<file path="config.mk">
export PLATFORM = sky130hd
export DESIGN_NAME = membus_arbiter_flat
export DESIGN_NICKNAME = d
export VERILOG_FILES = /design/src/rtl/eei_pkg.sv /design/src/rtl/membus_if.sv /design/src/rtl/membus_arbiter.sv /design/src/flat_wrapper.sv
export SDC_FILE = /design/constraint.sdc
export NUM_CORES = 1
export LEC_CHECK = 0
export BUFFER_PORTS_ARGS = -buffer_cell sky130_fd_sc_hd__buf_2
export CORE_AREA = 3 3 121 123
export CTS_BUF_LIST = sky130_fd_sc_hd__clkbuf_8
export DETAILED_ROUTE_END_ITERATION = 10
export DIE_AREA = 0 0 124 126
export PLACE_DENSITY_LB_ADDON = 0.05
export RECOVER_POWER = 50
export SLEW_MARGIN = 20
export SYNTH_ARGS = -nofsm -noshare
export SYNTH_HDL_FRONTEND = slang
export SYNTH_SLANG_ARGS = --single-unit
</file>
<file path="constraint.sdc">
create_clock -name clk -period 1.35 [get_ports clk]
set_input_delay 0.135 -clock clk [delete_from_list [all_inputs] [get_ports clk]]
set_output_delay 0.135 -clock clk [all_outputs]
set_load 0.03 [all_outputs]
</file>
<file path="src/rtl/eei_pkg.sv">
// Shared environment constants and the arbiter owner encoding.
package eei;

    localparam int XLEN              = 32;
    localparam int MEMBUS_DATA_WIDTH = 32;

    // Which requester currently has a request in flight downstream.
    typedef enum logic [1:0] {
        NONE = 2'd0,
        IBUS = 2'd1,
        DBUS = 2'd2
    } ArbOwner;

endpackage

</file>
<file path="src/rtl/membus_if.sv">
// Request/response memory bus used between the cores, the arbiter and mmio_controller.
interface Membus;

    logic                                 valid;
    logic                                 ready;
    logic [eei::XLEN-1:0]                 addr;
    logic                                 wen;
    logic [eei::MEMBUS_DATA_WIDTH-1:0]    wdata;
    logic [eei::MEMBUS_DATA_WIDTH/8-1:0]  wmask;
    logic                                 rvalid;
    logic [eei::MEMBUS_DATA_WIDTH-1:0]    rdata;

    modport master (
        output valid, addr, wen, wdata, wmask,
        input  ready, rvalid, rdata
    );

    modport slave (
        input  valid, addr, wen, wdata, wmask,
        output ready, rvalid, rdata
    );

endinterface

</file>
<file path="src/rtl/membus_arbiter.sv">
// Two-to-one membus arbiter: instruction fetch and load/store share one downstream port.
// One request may be outstanding; a new request can issue in the cycle its predecessor's
// response returns. Data side wins ties, bounded by STARVE_LIMIT consecutive grants.
module membus_arbiter
    import eei::*;
#(
    parameter int unsigned STARVE_LIMIT = 4
) (
    input  logic   clk,
    input  logic   rst,
    Membus.slave   i_membus,
    Membus.slave   d_membus,
    Membus.master  membus
);

    localparam logic [3:0] Limit = 4'(STARVE_LIMIT);

    ArbOwner    owner_q, owner_d;
    logic       lock_q, lock_d;
    ArbOwner    lock_id_q, lock_id_d;
    logic [3:0] starve_cnt_q, starve_cnt_d;

    logic    outstanding;
    logic    can_issue;
    ArbOwner sel;
    logic    sel_valid;
    logic    m_valid;
    logic    accept;

    // Request selection, request/response muxing and next-state computation.
    always_comb begin
        outstanding = (owner_q != NONE);
        can_issue   = !outstanding || membus.rvalid;

        // A stalled request holds the grant until it is accepted.
        if (lock_q) begin
            sel = lock_id_q;
        end else if (i_membus.valid && d_membus.valid) begin
            sel = (starve_cnt_q == Limit) ? IBUS : DBUS;
        end else if (d_membus.valid) begin
            sel = DBUS;
        end else begin
            sel = IBUS;
        end

        sel_valid = (sel == DBUS) ? d_membus.valid : i_membus.valid;
        m_valid   = rst && can_issue && sel_valid;
        accept    = m_valid && membus.ready;

        // Downstream request: pass-through from the selected port, zeroed when idle.
        membus.valid = m_valid;
        membus.addr  = '0;
        membus.wen   = 1'b0;
        membus.wdata = '0;
        membus.wmask = '0;
        if (m_valid) begin
            if (sel == DBUS) begin
                membus.addr  = d_membus.addr;
                membus.wen   = d_membus.wen;
                membus.wdata = d_membus.wdata;
                membus.wmask = d_membus.wmask;
            end else begin
                membus.addr  = i_membus.addr;
                membus.wen   = i_membus.wen;
                membus.wdata = i_membus.wdata;
                membus.wmask = i_membus.wmask;
            end
        end

        i_membus.ready = 1'b0;
        d_membus.ready = 1'b0;
        if (rst && can_issue && membus.ready) begin
            if (sel == DBUS) begin
                d_membus.ready = 1'b1;
            end else begin
                i_membus.ready = 1'b1;
            end
        end

        // Responses go only to the owner; a response with no owner is dropped.
        i_membus.rvalid = 1'b0;
        i_membus.rdata  = '0;
        d_membus.rvalid = 1'b0;
        d_membus.rdata  = '0;
        if (rst) begin
            case (owner_q)
                IBUS: begin
                    i_membus.rvalid = membus.rvalid;
                    i_membus.rdata  = membus.rdata;
                end
                DBUS: begin
                    d_membus.rvalid = membus.rvalid;
                    d_membus.rdata  = membus.rdata;
                end
                default: ;
            endcase
        end

        owner_d      = owner_q;
        lock_d       = lock_q;
        lock_id_d    = lock_id_q;
        starve_cnt_d = starve_cnt_q;

        if (accept) begin
            owner_d = sel;
            lock_d  = 1'b0;
        end else if (membus.rvalid) begin
            owner_d = NONE;
        end

        if (m_valid && !membus.ready) begin
            lock_d    = 1'b1;
            lock_id_d = sel;
        end

        if (!i_membus.valid) begin
            starve_cnt_d = '0;
        end else if (accept) begin
            if (sel == IBUS) begin
                starve_cnt_d = '0;
            end else begin
                starve_cnt_d = (starve_cnt_q < Limit) ? starve_cnt_q + 4'd1 : Limit;
            end
        end
    end

    // State register with synchronous active-low reset.
    always_ff @(posedge clk) begin
        if (!rst) begin
            owner_q      <= NONE;
            lock_q       <= 1'b0;
            lock_id_q    <= IBUS;
            starve_cnt_q <= '0;
        end else begin
            owner_q      <= owner_d;
            lock_q       <= lock_d;
            lock_id_q    <= lock_id_d;
            starve_cnt_q <= starve_cnt_d;
        end
    end

endmodule

</file>
<file path="src/flat_wrapper.sv">
// flat-port wrapper written by rule: the top's interface ports become plain ports
module membus_arbiter_flat import eei::*;
#(
    parameter int unsigned STARVE_LIMIT = 4
)
  (clk, rst, i_membus_valid, i_membus_addr, i_membus_wen, i_membus_wdata, i_membus_wmask, i_membus_ready, i_membus_rvalid, i_membus_rdata, d_membus_valid, d_membus_addr, d_membus_wen, d_membus_wdata, d_membus_wmask, d_membus_ready, d_membus_rvalid, d_membus_rdata, membus_valid, membus_addr, membus_wen, membus_wdata, membus_wmask, membus_ready, membus_rvalid, membus_rdata);
  Membus i_membus_i ();
  Membus d_membus_i ();
  Membus membus_i ();
  input  logic clk;
  input  logic rst;
  input wire logic [$bits(i_membus_i.valid)-1:0] i_membus_valid;
  input wire logic [$bits(i_membus_i.addr)-1:0] i_membus_addr;
  input wire logic [$bits(i_membus_i.wen)-1:0] i_membus_wen;
  input wire logic [$bits(i_membus_i.wdata)-1:0] i_membus_wdata;
  input wire logic [$bits(i_membus_i.wmask)-1:0] i_membus_wmask;
  output wire logic [$bits(i_membus_i.ready)-1:0] i_membus_ready;
  output wire logic [$bits(i_membus_i.rvalid)-1:0] i_membus_rvalid;
  output wire logic [$bits(i_membus_i.rdata)-1:0] i_membus_rdata;
  input wire logic [$bits(d_membus_i.valid)-1:0] d_membus_valid;
  input wire logic [$bits(d_membus_i.addr)-1:0] d_membus_addr;
  input wire logic [$bits(d_membus_i.wen)-1:0] d_membus_wen;
  input wire logic [$bits(d_membus_i.wdata)-1:0] d_membus_wdata;
  input wire logic [$bits(d_membus_i.wmask)-1:0] d_membus_wmask;
  output wire logic [$bits(d_membus_i.ready)-1:0] d_membus_ready;
  output wire logic [$bits(d_membus_i.rvalid)-1:0] d_membus_rvalid;
  output wire logic [$bits(d_membus_i.rdata)-1:0] d_membus_rdata;
  output wire logic [$bits(membus_i.valid)-1:0] membus_valid;
  output wire logic [$bits(membus_i.addr)-1:0] membus_addr;
  output wire logic [$bits(membus_i.wen)-1:0] membus_wen;
  output wire logic [$bits(membus_i.wdata)-1:0] membus_wdata;
  output wire logic [$bits(membus_i.wmask)-1:0] membus_wmask;
  input wire logic [$bits(membus_i.ready)-1:0] membus_ready;
  input wire logic [$bits(membus_i.rvalid)-1:0] membus_rvalid;
  input wire logic [$bits(membus_i.rdata)-1:0] membus_rdata;
  assign i_membus_i.valid = i_membus_valid;
  assign i_membus_i.addr = i_membus_addr;
  assign i_membus_i.wen = i_membus_wen;
  assign i_membus_i.wdata = i_membus_wdata;
  assign i_membus_i.wmask = i_membus_wmask;
  assign i_membus_ready = i_membus_i.ready;
  assign i_membus_rvalid = i_membus_i.rvalid;
  assign i_membus_rdata = i_membus_i.rdata;
  assign d_membus_i.valid = d_membus_valid;
  assign d_membus_i.addr = d_membus_addr;
  assign d_membus_i.wen = d_membus_wen;
  assign d_membus_i.wdata = d_membus_wdata;
  assign d_membus_i.wmask = d_membus_wmask;
  assign d_membus_ready = d_membus_i.ready;
  assign d_membus_rvalid = d_membus_i.rvalid;
  assign d_membus_rdata = d_membus_i.rdata;
  assign membus_valid = membus_i.valid;
  assign membus_addr = membus_i.addr;
  assign membus_wen = membus_i.wen;
  assign membus_wdata = membus_i.wdata;
  assign membus_wmask = membus_i.wmask;
  assign membus_i.ready = membus_ready;
  assign membus_i.rvalid = membus_rvalid;
  assign membus_i.rdata = membus_rdata;
  membus_arbiter #(.STARVE_LIMIT(STARVE_LIMIT)) u_core (.clk(clk), .rst(rst), .i_membus(i_membus_i), .d_membus(d_membus_i), .membus(membus_i));
endmodule
</file>
==> out/metrics.yaml, run 1 <==
cts:
  cts_buffers: 3
  cts_hold_buf: 0
  cts_htree_levels: 1
  cts.sinks: 9
  tritoncts: "done"
  clock_latency_ns: 0.24
  cts-root-buf: "clkbuf_8"
  cts.clk_slew.worst_paths_ns: 0.05
  clock_path_buffers: 2
logic_synthesis:
  async_flop_share_pct: 0
  ys.flop_type: "dfxtp_1"
  ys_warn_count: 0
  synth_edf_count: 0
  synth.most_common_cell: "nand2_1"
  synth_commonest_cells: "nand2_1 (174), nor2_1 (71), a21oi_1 (61)"
  synth_area_um2: 2040
  synth.distinct_cells: 38
  synth_seq_cells: 9
  syn_nets: 588
  yosys-top-cells-area: "nand2_1 (32%), a21oi_1 (15%), nor2_1 (13%)"
  yosys.area.top_type: "nand2_1"
  syn_avg_cell_area_um2: 4.97
  syn_inst: 410
  ys_seq_area_share_pct: 8.85
  yosysTopAreaCellShare_pct: 32.1
min_path:
  min_path_type: "input port to register"
  worstHoldStart: "rst"
floorplan:
  initial_utilization_pct: 14.8
  die-width_um: 124
  dieArea_um2: 15600
  core_um2: 13800
  io_pins: 314
  rows: 43
  die_h_um: 126
placed_design:
  io_buffers: 313
  dpl.hpwl_um: 11900
  place_congestion: 0.797
sta:
  setup_violations: 145
  worstMarginPinSlew_ns: 0.307
  finalCriticalPeriod_ns: 2.12
  grt_setup_unrepaired: "yes"
  slew_violations: 0
  fmax_mhz: 472
  fin_skew_ns: 0.00377
  whs_ns: 0.257
  worst_slack_ns: -0.768
  slew-limit-headroom_pct: 79.5
  fin_crit_sh_pct: 157
  hold_viol: 0
  fin_tns_setup_ns: -60.68
status:
  violations: "setup timing"
  status: "complete, but fails checks"
cells_and_area:
  final_util_pct: 52.4
  register_area_um2: 194
  antennaDiodeCount: 0
  multi_input_area_um2: 3090
  drive_gt1_share_pct: 84.3
  nFillCells: 1291
  final_nets: 949
  syn_to_final_growth_pct: 254
worst_setup_path:
  r2r_setup_slack_ns: -0.26
  arrival_ns: 1.98
  worstPathMaxFanout: 19
  cp-end-kind: "output port"
  worstSetupStartpointType: "register"
  reg2reg_from: "u_core.starve_cnt_q[0]"
  slowest_stage: "dfxtp_2"
  worstPathCellList: "inv_2 > ha_4 > nand4b_1 > buf_4 > a32o_2 > buf_12 > buf_12 > nand2_1 > a21oi_1 > buf_4"
  worstPathRequired_ns: 1.22
  critPathLaunch: "u_core.starve_cnt_q[0]"
  cp_slowest_stage_delay_ns: 0.32
  crit_type: "register to output port"
power_and_ir_drop:
  switching_share_pct: 48.4
  p_comb_share_pct: 82.1
  irDropWorstVdd_v: 0.000275
  p_seq_share_pct: 8.6
  power_switching_mw: 1.65
  cell_internal_pwr_mw: 1.76
  leakage_nw: 3.17
  clockPowerShare_pct: 9.3
  power_density_nw_per_um2: 473
routing:
  drt-vias-per-instance: 4.44
  firstDrtPassIters: 4
  ant_nets: 0
  routed_wl_um: 16800
  dr_total_vias: 4219
  routedWlPerCell_um: 17.7
  drc_errors: 0
  drt-initial-drc-count: 136
grt:
  antenna_found_initial: 1
  grt_pass1_wl_um: 24000
  grt_start_max_net_pins: 39
  first_global_vias: 4457
  grt_util_all_layers_pct: 19.3
  grt_overflow: 0
flow_run:
  max-cap-violations: 0
==> area by class of cell <==
type / instances / share of cell area (%)
repair buffers: 394 / 50.3
multi-input cells: 357 / 42.8
well taps: 180 / 3.12
flip-flops and latches: 9 / 2.69
clock buffers: 3 / 0.572
inverters: 6 / 0.382
clock inverters: 1 / 0.0520
==> routing by layer <==
metal,up-vias,track usage [%],wire length (µm)
met3,20,2.78,1070
li1,2069,-,-
met2,154,38.9,9570
met5,-,0,13
met1,1974,20.9,5920
met4,2,3.48,259
==> flip-flops by register name, summed over array words and instances (netlist names) <==
name                 cells
u_core.lock_id_q         2
u_core.starve_cnt_q      4
u_core.lock_q            1
u_core.owner_q           2
==> through the flow <==
step | power [mW] | setup slack [ns] | std cells | cell area (µm²)
after CTS | 3.20 | -0.794 | 949 | 6790
after global placement | 2.29 | -0.531 | 911 | 5150
after detailed placement | 2.31 | -0.563 | 911 | 5150
after global routing | 3.60 | -0.860 | 950 | 7210
after floorplan | 1.57 | -0.514 | 410 | 3040
final | 3.41 | -0.768 | 950 | 7210
==> layout by cell type (no fill, tap or decap), types with 3 or more instances in the layout <==
cell type	netlist	layout
a21oi_2	9	20
clkbuf_16	0	3
a211o_1	3	3
nand2_1	174	85
a21oi_1	61	6
dfxtp_2	0	5
inv_2	1	3
inv_1	5	3
buf_4	1	43
buf_6	2	135
buf_16	0	10
nand2_2	0	79
a21oi_4	0	44
nand3_1	5	5
nand2b_4	0	4
nand2_4	0	10
buf_12	0	23
buf_2	24	175
nor2_4	0	68
clkbuf_8	0	3
==> power by group through the flow <==
| stage | Sequential [mW] | Clock [mW] | Combinational [mW] |
|---|---|---|---|
| floorplan | 0.290 | 0 | 1.28 |
| global placement | 0.294 | 0 | 2.00 |
| detailed placement | 0.294 | 0 | 2.01 |
| CTS | 0.291 | 0.321 | 2.58 |
| global route | 0.295 | 0.342 | 2.97 |
| finish | 0.293 | 0.317 | 2.80 |
==> worst max-delay path: cells and delay by family (launching register included) <==
family	cells	cell delay, ns
buf+inv	5	0.75
flops	1	0.32
compound gates	2	0.30
simple gates	2	0.25
fa+ha+maj	1	0.12
==> kinds of logic after synthesis <==
group	Yosys count	share of synthesized area, %
AOI/OAI and AO/OA	89	27.1
DFF	9	8.85
and+or+nand+nor	266	52.3
buffers and inverters	44	10.5
adders and majority gates	2	1.23
==> worst paths after layout <==
kind	to	cells past startpoint
setup / recovery	membus_wdata[9]	10
hold / removal	u_core.owner_q[0]	3
setup reg to reg	u_core.owner_q[1]	8
hold reg to reg	u_core.lock_id_q[0]	2
==> repair_timing <==
action / in CTS / in global routing
gates cloned: 15 / 4
gates resized for setup: 321 / 149
endpoints found under the setup margin: 146 / 146
pin swaps: 41 / 27
buffers inserted: 22 / 6
endpoints found under the hold margin: 0 / 0
(Power assumes the default switching activity.)
==> run 2, diff against run 1 <==
--- a/config.mk
+++ b/config.mk
@@ -8,6 +8,5 @@
 export BUFFER_PORTS_ARGS = -buffer_cell sky130_fd_sc_hd__buf_2
-export CORE_AREA = 3 3 121 123
-export CTS_BUF_LIST = sky130_fd_sc_hd__clkbuf_8
+export CORE_AREA = 3 3 122 124
 export DETAILED_ROUTE_END_ITERATION = 10
-export DIE_AREA = 0 0 124 126
+export DIE_AREA = 0 0 125 127
 export PLACE_DENSITY_LB_ADDON = 0.05
==> constraint.sdc (replaced) <==
create_clock -name clk -period 2.2 [get_ports clk]
set_input_delay 0.11 -clock clk [delete_from_list [all_inputs] [get_ports clk]]
set_output_delay 0.11 -clock clk [all_outputs]
set_load 0.03 [all_outputs]
==> run 2 against run 1 <==
Compared with the run above: combinational power decreased by 64%; via count decreased by 8.9%; non-clock buffer count fell by 62; final cell count decreased by 6.4%; the run now ends clean; total power down 56%; hold slack worse by 0.081 ns.
==> out/metrics.yaml, run 2 (synthesis gave the netlist of run 1 again) <==
floorplan:
  initial_utilization_pct: 14.7  # -0.11 points
  die_h_um: 127  # +0.79%
  rows: 43  # unchanged
  core_um2: 13900  # +0.78%
  dieArea_um2: 15900  # +1.6%
  io_pins: 314  # unchanged
  die-width_um: 125  # +0.81%
cts:
  clock_path_buffers: 2  # unchanged
  tritoncts: "done"
  cts_htree_levels: 1  # unchanged
  clock_latency_ns: 0.23  # about the same
  cts.clk_slew.worst_paths_ns: 0.04  # about the same
  cts.sinks: 9  # unchanged
  cts_hold_buf: 0  # unchanged
  cts_buffers: 3  # unchanged
  cts-root-buf: "clkbuf_16"
min_path:
  worstHoldPathCells: 2  # -1
  min_path_type: "input port to register"
  worstHoldStart: "rst"
  hold_end: "u_core.lock_id_q[0]"
cells_and_area:
  mostFrequentLayoutCells: "buf_2 (215), nand2_1 (174), nor2_1 (71)"
  reg_top3: "u_core.starve_cnt_q: 4 flops, u_core.lock_id_q: 2 flops, u_core.owner_q: 2 flops"
  syn_to_final_growth_pct: 100
  largest_reg_flops: 4  # unchanged
  layout_commonest_cell: "buf_2"
  nFillCells: 1652  # +28%
  final_nets: 887  # -6.5%
  regMostFlops: "u_core.starve_cnt_q"
  final_util_pct: 29.3  # -23 points
  drive_gt1_share_pct: 43.6  # -41 points
sta:
  fin_skew_ns: 0.000314  # -0.00346 ns
  slew_violations: 0  # unchanged
  fin_crit_sh_pct: 96.4
  hold_viol: 0  # unchanged
  grt_setup_unrepaired: "yes"
  slew-limit-headroom_pct: 56.3  # -23 points
  finalCriticalPeriod_ns: 2.12
  fmax_mhz: 471
  setup_violations: 0  # -100%
  worstMarginPinSlew_ns: 0.655  # +0.348 ns
  worst_slack_ns: 0.0784  # +0.847 ns
grt:
  antenna_found_initial: 1  # unchanged
  grt_overflow: 0  # unchanged
  grt_start_max_net_pins: 71  # +82%
  first_global_vias: 3641  # -18%
  grt_pass1_wl_um: 19900  # -17%
  grt_util_all_layers_pct: 15.4  # -4.0 points
placed_design:
  place_ws_ns: 0.200  # +0.763 ns
  dpl.hpwl_um: 10700  # -9.8%
  place_congestion: 0.934  # +17%
  io_buffers: 313  # unchanged
routing:
  dr_total_vias: 3845  # -8.9%
  firstDrtPassIters: 5  # +1
  ant_nets: 0  # unchanged
  routedWlPerCell_um: 15.7  # -11%
  routed_wl_um: 14000  # -17%
  drt-initial-drc-count: 135  # -0.74%
  drc_errors: 0  # unchanged
  drt-vias-per-instance: 4.33  # -2.6%
flow_run:
  max-cap-violations: 0  # unchanged
power_and_ir_drop:
  leakage_nw: 2.14  # -32%
  switching_share_pct: 47.6  # -0.83 points
  irDropWorstVdd_v: 0.000191  # -31%
  clockPowerShare_pct: 21.4  # +12 points
  p_comb_share_pct: 66.7  # -15 points
  p_seq_share_pct: 12.0  # +3.4 points
  power_density_nw_per_um2: 371  # -22%
  cell_internal_pwr_mw: 0.793  # -55%
  power_switching_mw: 0.719  # -56%
worst_setup_path:
  r2r_setup_slack_ns: 0.58  # +0.84 ns
  crit_type: "register to output port"
  arrival_ns: 2.01  # +0.03 ns
  worstSetupStartpointType: "register"
  r2r_end: "u_core.owner_q[1]"
  cp-end-kind: "output port"
  worstPathMaxFanout: 14  # -5
  reg2reg_from: "u_core.starve_cnt_q[0]"
  ff2ff_path_depth: 8  # unchanged
  worstPathRequired_ns: 2.09  # +0.87 ns
status:
  status: "finished clean"
-- run 2: cell count changes in the layout (fill, tap and decap cells not counted), sizes merged --
cell and change:
buf -126, clkbuf +67, bufbuf -2, diode +1, inv -1
-- run 2: area by class of cell --
cell class / instances / area, µm² / area share [%]
Sequential cell: 9 / 181 / 4.45
Inverter: 6 / 22.5 / 0.553
Multi-Input combinational cell: 357 / 1700 / 41.8
Clock buffer: 4 / 78.8 / 1.93
Tap cell: 180 / 225 / 5.53
Timing Repair Buffer: 332 / 1860 / 45.7
Antenna cell: 1 / 2.50 / 0.0614
-- run 2: metrics by stage --
stage               hold WS (ns)  setup TNS, ns  instance area (µm²)  power [mW]  cells
floorplan                  0.274              0                 2040       0.738    410
global placement           0.421              0                 3770        1.10    876
detailed placement         0.419              0                 3770        1.10    876
CTS                        0.178         -0.689                 3890        1.45    882
global route               0.193         -0.147                 4070        1.62    889
finish                     0.175              0                 4070        1.51    889
-- run 2: per-layer routing --
| layer | part of all wire, % | track usage, % | wire [µm] |
|---|---|---|---|
| met4 | 2.4 | 4.15 | 340 |
| met1 | 38 | 17.0 | 5300 |
| met2 | 53 | 29.8 | 7370 |
| met3 | 7.1 | 3.18 | 988 |
| met5 | 0 | 0 | 0 |
-- run 2: worst max-delay path: stages, from the launching register on --
cell	delay, ns
dfxtp_1	0.31
inv_2	0.07
ha_1	0.14
nand4b_1	0.19
a32oi_4	0.31
buf_6	0.17
buf_12	0.14
nand2_1	0.11
a21oi_1	0.15
buf_4	0.18
-- run 2: worst max path at each step --
stage,start,end,slack [ns],depth (start not counted)
2_1_floorplan,u_core.lock_id_q[1],membus_wdata[28],0.34,7
3_3_place_gp,u_core.starve_cnt_q[0],membus_addr[6],0.25,8
3_5_place_dp,u_core.starve_cnt_q[0],membus_addr[6],0.20,8
4_1_cts,u_core.starve_cnt_q[0],membus_addr[13],-0.03,8
5_1_grt,u_core.starve_cnt_q[1],membus_addr[28],-0.03,9
6_report,u_core.starve_cnt_q[0],membus_addr[9],0.08,9
-- run 2: timing repair --
item                                   in CTS  in global routing
resized for setup                           1                 93
cloned                                      1                  3
setup buffers                               1                  3
endpoints found under the hold margin       0                  0
pin swaps                                   1                  2
setup endpoints to repair                   8                 69
-- run 2: power by group through the flow --
stage	Combinational (mW)	Clock, mW	Sequential (mW)
2_1_floorplan	0.561	0	0.177
6_report	1.01	0.323	0.181
3_5_place_dp	0.915	0	0.183
3_3_place_gp	0.916	0	0.182
4_1_cts	0.937	0.329	0.180
5_1_grt	1.09	0.342	0.182
==> run 3, diff against run 2 <==
ABC_AREA = 1   (was not set)
CORE_AREA = 3 3 121 123   (was 3 3 122 124)
DIE_AREA = 0 0 124 126   (was 0 0 125 127)
GPL_TIMING_DRIVEN = 0   (was not set)
==> run 3 against run 2 <==
Compared with the run above: flip-flop and latch count is the same; clock skew is 0.0035 ns higher; worst setup slack better by 0.013 ns; die area down 1.6%; first-iteration DRC count down 23%; final cell count up 5.1%; hold slack got worse by 0.022 ns; sequential share of layout area is 0.63 points lower; via count increased by 1.0%; fmax is 0.60% higher; combinational power rose by 98%.
==> out/metrics.yaml, run 3 <==
sta:
  fmax_mhz: 474  # +0.60%
  hold_viol: 0  # unchanged
  fin_crit_sh_pct: 95.9  # -0.58 points
  slew_violations: 0  # unchanged
  fin_tns_setup_ns: 0  # unchanged
  setup_violations: 0  # unchanged
  fin_skew_ns: 0.00378  # +0.00346 ns
  grt_setup_unrepaired: "yes"
  worstMarginPinSlew_ns: 0.528  # -0.128 ns
  finalCriticalPeriod_ns: 2.11  # -0.0127 ns
  slew-limit-headroom_pct: 64.8  # +8.5 points
logic_synthesis:
  synth.most_common_cell: "nand2_1"
  synth_seq_cells: 9  # unchanged
  syn_avg_cell_area_um2: 5.28  # +6.3%
  yosys.area.top_type: "nand2_1"
  synth_commonest_cells: "nand2_1 (157), nor3_1 (66), a21oi_2 (50)"
  yosysTopAreaCellShare_pct: 26.1  # -5.9 points
  ys_seq_area_share_pct: 7.99  # -0.85 points
  synth_xor_area_share_pct: 0  # unchanged
  synthAdderAreaFrac_pct: 1.11  # -0.12 points
  ys.flop_type: "dfxtp_1"
  syn_inst: 427  # +4.1%
  yosys-top-cells-area: "nand2_1 (26%), a21oi_2 (19%), nor3_1 (15%)"
  synth_compound_area_share_pct: 26.9  # -0.17 points
  synth_top_family_by_area: "simple AND/OR/NAND/NOR gates"
  synth.area.mux_share_pct: 0  # unchanged
  synth.distinct_cells: 24  # -37%
  synth_area_um2: 2250  # +11%
  synth-simple-area-share_pct: 47.1  # -5.2 points
  syn_nets: 605  # +2.9%
  synth_edf_count: 0  # unchanged
  async_flop_share_pct: 0  # unchanged
  ys_warn_count: 0  # unchanged
cts:
  cts_hold_buf: 0  # unchanged
  cts.sinks: 9  # unchanged
  cts_htree_levels: 1  # unchanged
  cts.clk_slew.worst_paths_ns: 0.04  # about the same
  clock_path_buffers: 2  # unchanged
  cts-root-buf: "clkbuf_16"
  tritoncts: "done"
  clock_latency_ns: 0.24  # about the same
  cts_buffers: 3  # unchanged
cells_and_area:
  final_nets: 931  # +5.0%
  layout_commonest_cell: "buf_2"
  mostFrequentLayoutCells: "buf_2 (242), nand2_1 (153), nor3_1 (66)"
  register_area_um2: 183  # +0.69%
  regMostFlops: "u_core.starve_cnt_q"
  largest_reg_flops: 4  # unchanged
  reg_top3: "u_core.starve_cnt_q: 4 flops, u_core.lock_id_q: 2 flops, u_core.owner_q: 2 flops"
  multi_input_area_um2: 1880  # +10%
  syn_to_final_growth_pct: 112
  drive_gt1_share_pct: 53.1  # +9.4 points
  final_util_pct: 34.7  # +5.3 points
  nFillCells: 1548  # -6.3%
worst_setup_path:
  crit_type: "register to output port"
  worstPathRequired_ns: 2.09  # about the same
  worstSetupStartpointType: "register"
  path_common_cell: "nand2_2"
  cp-end-kind: "output port"
  crit_family: "simple AND/OR/NAND/NOR gates"
  worstPathCellList: "inv_2 > ha_4 > nand2_2 > inv_2 > nand2_2 > nand2_2 > nand2_2 > nand3_4 > nand2_4 > nand2_4 > buf_12 > buf_12 > a21oi_2 > buf_4"
  worstPathMaxFanout: 10  # -4
  slowest_stage: "dfxtp_2"
  arrival_ns: 2.00  # about the same
  cp_slowest_stage_delay_ns: 0.34  # +0.03 ns
  cp_num_buf_inv: 5  # +1
routing:
  ant_nets: 0  # unchanged
  drc_errors: 0  # unchanged
  dr_total_vias: 3884  # +1.0%
  drt-initial-drc-count: 104  # -23%
  routedWlPerCell_um: 14.2  # -9.9%
  drt-vias-per-instance: 4.16  # -3.9%
  routed_wl_um: 13300  # -5.3%
  firstDrtPassIters: 4  # -1
floorplan:
  io_pins: 314  # unchanged
  dieArea_um2: 15600  # -1.6%
  rows: 43  # unchanged
  die-width_um: 124  # -0.80%
  core_um2: 13800  # -0.78%
  initial_utilization_pct: 16.4  # +1.7 points
  die_h_um: 126  # -0.79%
placed_design:
  io_buffers: 312  # -0.32%
  place_congestion: 0.742  # -21%
  dpl.hpwl_um: 11000  # +2.3%
min_path:
  min_path_type: "input port to register"
grt:
  first_global_vias: 3703  # +1.7%
  antenna_found_initial: 2  # +1
  grt_util_all_layers_pct: 14.6  # -0.76 points
  grt_pass1_wl_um: 18300  # -8.4%
  grt_start_max_net_pins: 11  # -85%
  grt_overflow: 0  # unchanged
power_and_ir_drop:
  irDropWorstVdd_v: 0.000206  # +8.0%
  power_density_nw_per_um2: 525  # +41%
  finalPower_mw: 2.51  # +66%
  leakage_nw: 2.57  # +20%
status:
  status: "finished clean"
flow_run:
  max-cap-violations: 0  # unchanged
[run 3: cell families after synthesis]
group           Yosys count
compound gates           80
simple gates            249
buf+inv                  87
fa+ha+maj                 2
flops                     9
[run 3: stage by stage]
| step | setup WS (ns) | hold slack [ns] | instances | area (µm²) |
|---|---|---|---|---|
| after floorplan | 0.263 | 0.195 | 427 | 2250 |
| after detailed placement | -0.0642 | 0.397 | 919 | 4040 |
| after global placement | -0.0608 | 0.384 | 919 | 4040 |
| final | 0.0911 | 0.153 | 934 | 4780 |
| after CTS | -0.000670 | 0.151 | 926 | 4280 |
| after global routing | -0.0316 | 0.169 | 934 | 4780 |
[run 3: timing repair]
item                       in CTS  in global routing
gates resized for setup        55                130
buffers inserted                3                  3
setup endpoints to repair      69                 69
cloned                          0                  3
pin swaps                       1                  5
[run 3: metal layers]
layer	part of all wire (%)	GRT usage, %	wire [µm]
met3	10	3.28	1340
met1	35	14.2	4580
met2	53	29.8	7080
met4	1.9	3.93	252
met5	0	0	0
[run 3: where the power goes]
group	internal (mW)	switching [mW]	total, mW
registers	0.175	0.00885	0.184
clock network	0.243	0.0845	0.327
logic	0.776	1.22	2.00
total	1.19	1.31	2.51
[run 3: final timing paths]
kind | start | endpoint | slack (ns) | cells past startpoint
worst max-delay path | u_core.starve_cnt_q[0] | membus_wdata[13] | 0.09 | 14
worst min register to register | u_core.starve_cnt_q[3] | u_core.starve_cnt_q[3] | 0.48 | 2
worst max register to register | u_core.starve_cnt_q[0] | u_core.lock_id_q[1] | 0.31 | 15
worst min-delay path | rst | u_core.lock_id_q[0] | 0.15 | 2
[run 3: worst reg2reg max path, cell delays in order, from the launching register on]
cell       delay [ns]
dfxtp_2          0.34
inv_2            0.05
ha_4             0.14
nand2_2          0.05
inv_2            0.03
nand2_2          0.05
nand2_2          0.06
nand2_2          0.10
nand3_4          0.15
nand2_4          0.12
nand2_4          0.07
buf_4            0.14
clkbuf_16        0.14
buf_4            0.13
nor3_1           0.14
nor2_1           0.07
[run 3: layout make-up]
type / count / area share, %
Tap cell: 180 / 4.72
Clock buffer: 4 / 1.65
Antenna cell: 2 / 0.105
Buffer: 37 / 5.95
Multi-Input combinational cell: 331 / 39.4
Inverter: 50 / 4.03
Timing Repair Buffer: 321 / 40.3
Sequential cell: 9 / 3.82
